<file path="config.mk">
export PLATFORM = sky130hd
export DESIGN_NAME = fnd_scan_ctrl_flat
export DESIGN_NICKNAME = d
export VERILOG_FILES = /design/src/rtl/fnd_pkg.sv /design/src/rtl/fnd_scan_ctrl_if.sv /design/src/rtl/fnd_bcd_font.sv /design/src/rtl/fnd_scan_ctrl.sv /design/src/flat_wrapper.sv
export SDC_FILE = /design/constraint.sdc
export NUM_CORES = 1
export LEC_CHECK = 0
export CAP_MARGIN = 20
export CORE_AREA = 2 2 127 141
export CTS_BUF_LIST = sky130_fd_sc_hd__clkbuf_8
export CTS_CLUSTER_DIAMETER = 30
export DETAILED_ROUTE_END_ITERATION = 12
export DIE_AREA = 0 0 129 143
export REMOVE_ABC_BUFFERS = 1
export SYNTH_ARGS = -nofsm -noshare
export SYNTH_HDL_FRONTEND = slang
export SYNTH_SLANG_ARGS = --single-unit
</file>
<file path="constraint.sdc">
create_clock -name clk -period 3.65 [get_ports clk]
set_input_delay 1.095 -clock clk [delete_from_list [all_inputs] [get_ports clk]]
set_output_delay 1.095 -clock clk [all_outputs]
set_load 0.02 [all_outputs]
</file>
<file path="src/rtl/fnd_pkg.sv">
// fnd_pkg: shared constants for the 4-digit 7-segment scan controller.
//   - active-low glyphs for 0..9, dash and blank ({dp,g,f,e,d,c,b,a})
//   - active-low digit-enable codes, bit3 = leftmost digit
//   - digit-select state type and a BCD-digit-to-glyph helper
package fnd_pkg;

   localparam logic [7:0] FONT_0     = 8'hC0;
   localparam logic [7:0] FONT_1     = 8'hF9;
   localparam logic [7:0] FONT_2     = 8'hA4;
   localparam logic [7:0] FONT_3     = 8'hB0;
   localparam logic [7:0] FONT_4     = 8'h99;
   localparam logic [7:0] FONT_5     = 8'h92;
   localparam logic [7:0] FONT_6     = 8'h82;
   localparam logic [7:0] FONT_7     = 8'hF8;
   localparam logic [7:0] FONT_8     = 8'h80;
   localparam logic [7:0] FONT_9     = 8'h90;
   localparam logic [7:0] FONT_DASH  = 8'hBF;
   localparam logic [7:0] FONT_BLANK = 8'hFF;

   localparam logic [3:0] COM_OFF = 4'b1111;
   localparam logic [3:0] COM_D0  = 4'b1110;
   localparam logic [3:0] COM_D1  = 4'b1101;
   localparam logic [3:0] COM_D2  = 4'b1011;
   localparam logic [3:0] COM_D3  = 4'b0111;

   localparam int unsigned DP_BIT = 7;

   typedef enum logic [1:0] {
      SEL_D0 = 2'd0,
      SEL_D1 = 2'd1,
      SEL_D2 = 2'd2,
      SEL_D3 = 2'd3
   } sel_e;

   function automatic logic [7:0] font_of(input logic [3:0] d);
      logic [7:0] f;
      case (d)
         4'd0:    f = FONT_0;
         4'd1:    f = FONT_1;
         4'd2:    f = FONT_2;
         4'd3:    f = FONT_3;
         4'd4:    f = FONT_4;
         4'd5:    f = FONT_5;
         4'd6:    f = FONT_6;
         4'd7:    f = FONT_7;
         4'd8:    f = FONT_8;
         4'd9:    f = FONT_9;
         default: f = FONT_BLANK;
      endcase
      return f;
   endfunction

endpackage

</file>
<file path="src/rtl/fnd_scan_ctrl_if.sv">
// fnd_scan_ctrl_if: bundle between the timekeeping side and the scan controller.
//   digit_h, digit_l : 7-bit display values (0..99 valid), driven by master
//   dot              : dot request, driven by master
//   fnd_com          : active-low digit enables, driven by slave
//   fnd_font         : active-low segments {dp,g,f,e,d,c,b,a}, driven by slave
//   frame_tick       : one-cycle pulse per new snapshot, driven by slave
interface fnd_scan_ctrl_if;

   logic [6:0] digit_h;
   logic [6:0] digit_l;
   logic       dot;
   logic [3:0] fnd_com;
   logic [7:0] fnd_font;
   logic       frame_tick;

   modport master (
      output digit_h, digit_l, dot,
      input  fnd_com, fnd_font, frame_tick
   );

   modport slave (
      input  digit_h, digit_l, dot,
      output fnd_com, fnd_font, frame_tick
   );

endinterface

</file>
<file path="src/rtl/fnd_bcd_font.sv">
// fnd_bcd_font: splits a 7-bit value into tens/ones and returns both glyphs.
//   value     : input  7  value to render, 0..99 valid
//   tens_font : output 8  active-low glyph for the tens digit
//   ones_font : output 8  active-low glyph for the ones digit
// Values >= 100 render as two dashes rather than wrapping or truncating.
module fnd_bcd_font
   import fnd_pkg::*;
(
   input  logic [6:0] value,
   output logic [7:0] tens_font,
   output logic [7:0] ones_font
);

   logic [3:0] tens;
   logic [3:0] ones;

   always_comb begin
      tens      = 4'(value / 7'd10);
      ones      = 4'(value % 7'd10);
      tens_font = font_of(tens);
      ones_font = font_of(ones);
      if (value >= 7'd100) begin
         tens_font = FONT_DASH;
         ones_font = FONT_DASH;
      end
   end

endmodule

</file>
<file path="src/rtl/fnd_scan_ctrl.sv">
// fnd_scan_ctrl: time-multiplexed scan driver for a 4-digit common-anode display.
//   clk   : system clock
//   reset : asynchronous, active-low reset
//   bus   : fnd_scan_ctrl_if.slave (digit_h, digit_l, dot in; fnd_com,
//           fnd_font, frame_tick out)
// Each digit stays selected for DIV = SYS_HZ/SCAN_HZ clocks; inputs are
// snapshotted once per 4-digit frame so a frame never mixes values.
module fnd_scan_ctrl
   import fnd_pkg::*;
#(
   parameter int unsigned SYS_HZ  = 100_000_000,
   parameter int unsigned SCAN_HZ = 1000
) (
   input  logic            clk,
   input  logic            reset,
   fnd_scan_ctrl_if.slave  bus
);

   localparam int unsigned DIV = SYS_HZ / SCAN_HZ;
   localparam int unsigned CW  = (DIV > 1) ? $clog2(DIV) : 1;
   localparam logic [CW-1:0] CNT_LAST = CW'(DIV - 1);

   logic [CW-1:0] scan_cnt;
   logic          scan_tick;
   sel_e          sel;
   sel_e          sel_next;
   logic [6:0]    snap_h;
   logic [6:0]    snap_l;
   logic          snap_dot;
   logic [7:0]    h_tens;
   logic [7:0]    h_ones;
   logic [7:0]    l_tens;
   logic [7:0]    l_ones;
   logic [3:0]    com_next;
   logic [7:0]    font_next;
   logic          frame_end;

   assign scan_tick = (scan_cnt == CNT_LAST);
   assign frame_end = scan_tick && (sel == SEL_D3);

   always_ff @(posedge clk or negedge reset) begin
      if (!reset)         scan_cnt <= '0;
      else if (scan_tick) scan_cnt <= '0;
      else                scan_cnt <= scan_cnt + 1'b1;
   end

   // Digit select: state register
   always_ff @(posedge clk or negedge reset) begin
      if (!reset) sel <= SEL_D0;
      else        sel <= sel_next;
   end

   // Digit select: next state
   always_comb begin
      sel_next = sel;
      if (scan_tick) begin
         case (sel)
            SEL_D0:  sel_next = SEL_D1;
            SEL_D1:  sel_next = SEL_D2;
            SEL_D2:  sel_next = SEL_D3;
            default: sel_next = SEL_D0;
         endcase
      end
   end

   always_ff @(posedge clk or negedge reset) begin
      if (!reset) begin
         snap_h   <= '0;
         snap_l   <= '0;
         snap_dot <= 1'b0;
      end else if (frame_end) begin
         snap_h   <= bus.digit_h;
         snap_l   <= bus.digit_l;
         snap_dot <= bus.dot;
      end
   end

   fnd_bcd_font u_font_h (
      .value     (snap_h),
      .tens_font (h_tens),
      .ones_font (h_ones)
   );

   fnd_bcd_font u_font_l (
      .value     (snap_l),
      .tens_font (l_tens),
      .ones_font (l_ones)
   );

   // Digit select: outputs. The scan_tick cycle loads a blank so the old
   // glyph never appears on the newly enabled digit (ghosting guard).
   always_comb begin
      com_next  = COM_OFF;
      font_next = FONT_BLANK;
      case (sel)
         SEL_D0: begin com_next = COM_D0; font_next = l_ones; end
         SEL_D1: begin com_next = COM_D1; font_next = l_tens; end
         SEL_D2: begin
            com_next  = COM_D2;
            font_next = h_ones;
            if (snap_dot) font_next[DP_BIT] = 1'b0;
         end
         default: begin com_next = COM_D3; font_next = h_tens; end
      endcase
      if (scan_tick) begin
         com_next  = COM_OFF;
         font_next = FONT_BLANK;
      end
   end

   always_ff @(posedge clk or negedge reset) begin
      if (!reset) begin
         bus.fnd_com    <= COM_OFF;
         bus.fnd_font   <= FONT_BLANK;
         bus.frame_tick <= 1'b0;
      end else begin
         bus.fnd_com    <= com_next;
         bus.fnd_font   <= font_next;
         bus.frame_tick <= frame_end;
      end
   end

endmodule

</file>
<file path="src/flat_wrapper.sv">
// flat-port wrapper written by rule: the top's interface ports become plain ports
module fnd_scan_ctrl_flat import fnd_pkg::*;
#(
   parameter int unsigned SYS_HZ  = 100_000_000,
   parameter int unsigned SCAN_HZ = 1000
)
  (clk, reset, bus_digit_h, bus_digit_l, bus_dot, bus_fnd_com, bus_fnd_font, bus_frame_tick);
  fnd_scan_ctrl_if bus_i ();
  input  logic clk;
  input  logic reset;
  input wire logic [$bits(bus_i.digit_h)-1:0] bus_digit_h;
  input wire logic [$bits(bus_i.digit_l)-1:0] bus_digit_l;
  input wire logic [$bits(bus_i.dot)-1:0] bus_dot;
  output wire logic [$bits(bus_i.fnd_com)-1:0] bus_fnd_com;
  output wire logic [$bits(bus_i.fnd_font)-1:0] bus_fnd_font;
  output wire logic [$bits(bus_i.frame_tick)-1:0] bus_frame_tick;
  assign bus_i.digit_h = bus_digit_h;
  assign bus_i.digit_l = bus_digit_l;
  assign bus_i.dot = bus_dot;
  assign bus_fnd_com = bus_i.fnd_com;
  assign bus_fnd_font = bus_i.fnd_font;
  assign bus_frame_tick = bus_i.frame_tick;
  fnd_scan_ctrl #(.SYS_HZ(SYS_HZ), .SCAN_HZ(SCAN_HZ)) u_core (.clk(clk), .reset(reset), .bus(bus_i));
endmodule
</file>
==> flow_metrics.py, run 1 <==
metrics = {
    "final_layout": {
        "final_common_cell": "nor2_1",
        "design_area_sq_mm": 0.00491,
        "antennaDiodeCount": 0,
        "finish.utilization_pct": 29.0,
        "drive_gt1_share_pct": 16.1,
        "syn_to_final_growth_pct": 17.3,
        "final_cell_mix": "nor2_1, nand2_1, dfrtp_1",
        "nets": 557,
        "finalNonFillerCells": 744,
    },
    "pwr": {
        "ir_drop_uv": 155,
        "power_density_mw_per_mm2": 182,
        "leakage_nw": 1.99,
    },
    "logic_synthesis": {
        "synth_mux_area_share_pct": 3.35,
        "synth-main-ff-cell": "dfrtp_1",
        "netlist_instances": 478,
        "syn_area_sq_mm": 0.00419,
        "synth_compound_area_share_pct": 22.4,
        "ys_types": 77,
        "synth_fa_ha_area_share_pct": 9.26,
        "yosys_warnings": 0,
        "synth_xor_xnor_area_share_pct": 5.20,
        "synth_top_family_by_area": "simple AND/OR/NAND/NOR gates",
        "synthSimpleGateAreaFrac_pct": 24.8,
        "async_flop_share_pct": 100,
        "synth_edf_count": 0,
        "ys_seq_area_share_pct": 28.5,
        "synth.avg_cell_area_sq_um": 8.76,
        "ys_seq_elements": 47,
    },
    "hold_path": {
        "hold_class": "register to register",
    },
    "die": {
        "core_sq_mm": 0.0170,
        "die-area_sq_mm": 0.0184,
        "ios": 30,
        "start_util_pct": 24.7,
        "die_w_um": 129,
        "rows": 50,
        "die_h_um": 143,
    },
    "timing": {
        "rsz0062_at_grt": "false",
        "fin_skew_ps": 5.02,
        "drv_slew": 0,
        "tightest_slew_ps": 1140,
        "hold_slack_ps": 479,
        "fmax_mhz": 292,
        "period_minus_slack_ps": 3430,
        "slew_headroom_pct": 23.4,
        "final_hold_viol_count": 0,
        "fin_crit_sh_pct": 94.0,
        "setup_tns_ps": 0,
        "finalSetupViolCount": 0,
    },
    "drt": {
        "vias_per_cell": 4.90,
        "wl_met3_um": 268,
        "drc": 0,
        "drt_pass1_iterations": 5,
        "routedWlPerCell_um": 14.0,
        "drt-total-wl_um": 10400,
        "drt-met1-wl_um": 4930,
        "dr.max_layer_used": "met4",
        "vias": 3649,
        "drt_iter0_drc": 224,
        "wl_met2_um": 5120,
        "ant_nets": 0,
    },
    "clock_network": {
        "path_clk_slew_ps": 90,
        "numCtsBuffers": 5,
        "clock_sinks": 47,
        "cts_tree": "done",
        "clkLatencyLatePin_ps": 300,
        "cts_buffer_depth": 2,
        "hold_buffers": 0,
        "htreeDepth": 2,
        "root_buffer": "clkbuf_8",
    },
    "placed_design": {
        "hpwlAfterDp_um": 8050,
        "place_area_sq_mm": 0.00477,
        "io_buffers": 29,
        "numPlacedInstances": 735,
        "place_congestion": 0.901,
    },
    "setup_path": {
        "critPathMaxFanout": 11,
        "endpoint_kind": "register",
        "cp-start-kind": "register",
        "arrival_ps": 3660,
        "critical_path_required_ps": 3880,
        "crit_type": "register to register",
    },
    "global_route": {
        "grt_pass1_wl_um": 17400,
        "grt_overflow": 0,
        "grt_pass1_vias": 3533,
        "grt_max_degree": 41,
        "track_usage_pct": 11.4,
        "antenna_found_initial": 0,
    },
    "outcome": {
        "run_status": "complete, no violations",
    },
    "flow_run": {
        "cap_viol_max_count": 0,
    },
}
## power by group
part / switching (W) / internal [W]
logic: 0.0000131 / 0.0000151
clock network: 0.000174 / 0.000172
registers: 0 / 0.000521
## flip-flops by register name, summed over array words and instances (netlist names)
signal                 cells
u_core.snap_l              7
u_core.sel                 2
u_core.bus.fnd_font        8
u_core.bus.fnd_com         4
u_core.snap_dot            1
u_core.scan_cnt           17
u_core.bus.frame_tick      1
u_core.snap_h              7
## metrics by stage
| stage | total power, W | setup slack (ps) |
|---|---|---|
| 6_report | 0.000896 | 221 |
| 5_1_grt | 0.000937 | 12.5 |
| 4_1_cts | 0.000909 | 16.6 |
| 3_5_place_dp | 0.000560 | 37.7 |
| 3_3_place_gp | 0.000559 | 182 |
| 2_1_floorplan | 0.000531 | 48.3 |
## final timing paths
kind / from / end / slack (ps) / depth (start not counted)
worst min register to register: u_core.scan_cnt[4] / u_core.scan_cnt[4] / 480 / 1
worst max register to register: u_core.snap_l[6] / u_core.bus.fnd_font[6] / 220 / 13
max in group asynchronous: reset / u_core.bus.fnd_font[7] / 1990 / 2
min in group asynchronous: reset / u_core.snap_h[6] / 920 / 1
worst min-delay path: u_core.scan_cnt[4] / u_core.scan_cnt[4] / 480 / 1
worst max-delay path: u_core.snap_l[6] / u_core.bus.fnd_font[6] / 220 / 13
## logic make-up after synthesis
group,count (synthesis)
flip-flops,47
adder cells (fa/ha/maj),31
XOR/XNOR,24
buffers and inverters,56
AND/OR/NAND/NOR,179
multiplexers,13
AO/OA/AOI/OAI,128
## worst max-delay path, cell delays in order, from the launching register on
cell and delay (ps):
dfrtp_2 500, nand3b_1 270, nand3b_1 250, o211ai_2 120, inv_2 80, ha_4 200, or4b_1 460, o221ai_1 280
a2111oi_4 100, or2_2 370, and2_1 200, a311oi_1 300, a211o_1 150, a21oi_1 70
## metal layers
metal	GRT usage (%)	vias up
li1	-	1812
met1	15.4	1779
met2	19.7	53
met3	1.39	5
met4	2.17	0
met5	0	-
## cells in the mapped netlist (8+ instances only)
master | instances | share of area [%]
a21oi_1 | 21 | 2.5
a31oi_1 | 13 | 1.9
clkbuf_1 | 14 | 1.3
dfrtp_1 | 35 | 21
dfstp_2 | 12 | 7.5
ha_1 | 31 | 9.3
inv_1 | 24 | 2.2
mux2_2 | 8 | 2.2
nand2_1 | 32 | 2.9
nand2b_1 | 10 | 1.5
nand3_1 | 21 | 2.5
nand3b_1 | 9 | 1.6
nor2_1 | 33 | 3.0
o21ai_0 | 28 | 3.3
o31ai_1 | 8 | 1.4
xnor2_1 | 13 | 2.7
xor2_1 | 10 | 2.1
## layout make-up
type | instances | area [sq um]
timing repair buffer | 55 | 480
sequential | 47 | 1190
multi-input combinational | 375 | 2750
clock inverter | 1 | 7.51
tap | 234 | 293
fill | 1771 | 12000
clock buffer | 7 | 96.3
inverter | 25 | 93.8
## what timing repair did
action / 4_1_cts / 5_1_grt
setup endpoints to repair: 0 / 7
resized for setup: 0 / 6
buffers inserted: 0 / 1
Note: power is estimated with default switching activity, not from simulation.
==> run 2: changes to the inputs <==
- CORE_AREA: 2 2 127 141 -> 2 2 128 142
- DIE_AREA: 0 0 129 143 -> 0 0 130 144
- SYNTH_HIERARCHICAL: default -> 1
==> run 2 against run 1 <==
  * Fmax decreased by 7.3%
  * The run now ends with negative setup slack left
  * Non-clock buffer count rose by 46
  * Worst hold slack worse by 5.1 ps
==> flow_metrics.py, run 2 <==
metrics = {
    "clock_network": {
        "cts_buffer_depth": 2,
        "numCtsBuffers": 5,
        "path_clk_slew_ps": 100,
        "htreeDepth": 2,
        "clock_sinks": 47,
        "root_buffer": "clkbuf_8",
        "clkLatencyLatePin_ps": 310,
        "cts_tree": "done",
        "hold_buffers": 0,
    },
    "logic_synthesis": {
        "syn_area_sq_mm": 0.00426,
        "synth_edf_count": 0,
        "yosysTopAreaCell": "dfrtp_1",
        "ys_top_cells_by_area": "dfrtp_1, ha_1, dfstp_2, mux2_4, nand2_1",
        "synth-main-ff-cell": "dfrtp_1",
        "synth_top_area_share_pct": 20.5,
        "yosys_warnings": 6,
        "synth_commonest_cells": "nand2_1, dfrtp_1, inv_1, o21ai_0, nor2_1",
        "synth_most_common_cell": "nand2_1",
        "async_flop_share_pct": 100,
        "ys_seq_area_share_pct": 27.9,
        "synth.avg_cell_area_sq_um": 8.84,
        "ys_seq_elements": 47,
        "netlist_instances": 482,
        "ys_types": 71,
    },
    "pwr": {
        "ir_drop_uv": 158,
        "leakage_nw": 2.37,
        "power_density_mw_per_mm2": 313,
    },
    "timing": {
        "fmax_mhz": 270,
        "fin_crit_sh_pct": 101,
        "period_minus_slack_ps": 3700,
        "fin_skew_ps": 12.4,
        "hold_slack_ps": 474,
        "finalSetupViolCount": 2,
        "fin_ws_ps": -50.9,
        "final_hold_viol_count": 0,
        "tightest_slew_ps": 612,
        "drv_slew": 0,
        "rsz0062_at_grt": "true",
        "slew_headroom_pct": 59.1,
    },
    "global_route": {
        "track_usage_pct": 11.8,
        "grt_pass1_wl_um": 18300,
        "grt_overflow": 0,
        "grt_max_degree": 30,
        "antenna_found_initial": 0,
        "grt_pass1_vias": 3713,
    },
    "final_layout": {
        "final_cell_mix": "buf_4, nand2_1, dfrtp_1",
        "nFillCells": 1800,
        "finish.utilization_pct": 31.9,
        "final_common_cell": "buf_4",
        "antennaDiodeCount": 0,
        "nets": 601,
        "largest_register": "u_core/scan_cnt",
        "largest_reg_flops": 17,
        "reg_top3": "u_core/scan_cnt (17), u_core/bus.fnd_font (8)",
        "syn_to_final_growth_pct": 30.5,
        "drive_gt1_share_pct": 29.1,
    },
    "drt": {
        "vias": 3860,
        "drt-total-wl_um": 11000,
        "drt_pass1_iterations": 5,
        "routedWlPerCell_um": 13.8,
        "vias_per_cell": 4.86,
        "ant_nets": 0,
        "drt_iter0_drc": 348,
        "drc": 0,
    },
    "setup_path": {
        "regToRegEndpoint": "u_core/bus.fnd_font[6]",
        "reg2reg_slack_ps": -50,
        "crit_type": "register to register",
        "endpoint_kind": "register",
        "r2r_start": "u_core/snap_l[5]",
        "critical_path_required_ps": 3860,
        "critPathMaxFanout": 8,
        "reg2reg_depth": 19,
        "arrival_ps": 3910,
        "cp-start-kind": "register",
    },
    "outcome": {
        "violations": "negative setup slack",
        "run_status": "finished, violations left",
    },
    "flow_run": {
        "cap_viol_max_count": 0,
    },
    "placed_design": {
        "hpwlAfterDp_um": 7940,
        "place_congestion": 0.810,
        "io_buffers": 29,
    },
    "die": {
        "die_h_um": 144,
        "die_w_um": 130,
        "core_sq_mm": 0.0174,
        "start_util_pct": 24.5,
        "die-area_sq_mm": 0.0187,
        "ios": 30,
        "rows": 51,
    },
    "hold_path": {
        "hold_class": "register to register",
        "holdPathStages": 1,
        "min_to": "u_core/scan_cnt[0]",
        "hp-start": "u_core/scan_cnt[0]",
    },
}
[run 2: changes by cell type in the layout (fill, tap and decap cells not counted), moves of 10 or more]
cell | before | now
buf_4 | 26 | 69
a21oi_1 | 21 | 6
a31oi_1 | 13 | 2
mux2_4 | 0 | 10
[run 2: kinds of logic (layout without fill, tap and decap cells)]
| kind of cell | count (synthesis) | count (layout) | share of synthesized area (%) |
|---|---|---|---|
| simple gates | 179 | 179 | 25.1 |
| fa+ha+maj | 30 | 30 | 8.69 |
| compound gates | 115 | 115 | 19.9 |
| other cells | 2 | 4 | 0.176 |
| mux | 18 | 18 | 5.55 |
| flops | 47 | 47 | 27.9 |
| xor+xnor | 25 | 25 | 5.14 |
| buf+inv | 66 | 139 | 7.48 |
[run 2: where the power goes]
group	switching (W)	internal [W]	total (W)	leakage [nW]
logic	0.000375	0.000364	0.000738	1.75
registers	0.0000193	0.000567	0.000586	0.565
clock network	0.000208	0.000207	0.000415	0.0548
total	0.000602	0.00114	0.00174	2.37
[run 2: how the worst max path moves through the flow]
stage / from / to / slack (ps) / depth (start not counted)
after floorplan: u_core/snap_h[3] / u_core/bus.fnd_font[0] / -460 / 18
after global placement: u_core/snap_h[5] / u_core/bus.fnd_font[3] / -380 / 18
after detailed placement: u_core/snap_h[5] / u_core/bus.fnd_font[3] / -380 / 18
after CTS: u_core/snap_l[5] / u_core/bus.fnd_font[2] / -10 / 17
after global routing: u_core/snap_h[6] / u_core/bus.fnd_font[0] / -240 / 18
final: u_core/snap_l[5] / u_core/bus.fnd_font[6] / -50 / 19
[run 2: final cells by class]
cell class / instances / area, sq um / area share [%]
clock buffers: 5 / 68.8 / 1.24
clock inverters: 3 / 46.3 / 0.832
inverters: 30 / 113 / 2.02
multi-input cells: 371 / 3000 / 53.9
flip-flops and latches: 47 / 1190 / 21.4
well taps: 238 / 298 / 5.35
repair buffers: 101 / 846 / 15.2
[run 2: per-layer routing]
layer  vias up  track usage, %  part of all wire, %
met2        64            20.7                   50
met1      1877            15.7                   46
li1       1913               -                    -
met4         0            2.72                  1.0
met3         6            1.15                  2.3
met5         -               0                    0
[run 2: critical path: stages, from the launching register on]
cell and delay [ps]:
dfrtp_1 390, buf_4 160, nor2b_4 140, xnor2_1 160, a221o_1 370, inv_1 70
ha_2 190, inv_1 70, o31ai_2 280, a221oi_2 130, a21o_1 210, xnor2_2 150
ha_1 230, o211ai_1 100, nand4_1 120, o311a_1 320, a222oi_1 230, nand2_1 80
o21ai_0 80, nand2_1 100
[run 2: metrics by stage]
stage / power [W] / cells / TNS [ps] / worst slack (ps) / area, sq um
floorplan: 0.000971 / 448 / -1750 / -463 / 4060
global placement: 0.00124 / 777 / -1750 / -376 / 5120
detailed placement: 0.00124 / 777 / -1790 / -381 / 5120
CTS: 0.00171 / 791 / -23.8 / -12.7 / 5390
global route: 0.00186 / 795 / -1270 / -236 / 5560
finish: 0.00174 / 795 / -54.6 / -50.9 / 5560
[run 2: what timing repair did]
action / 4_1_cts / 5_1_grt
endpoints found under the setup margin: 7 / 7
gates resized for setup: 22 / 35
pin swaps: 14 / 16
hold endpoints to repair: 0 / 0
buffers inserted: 6 / 4
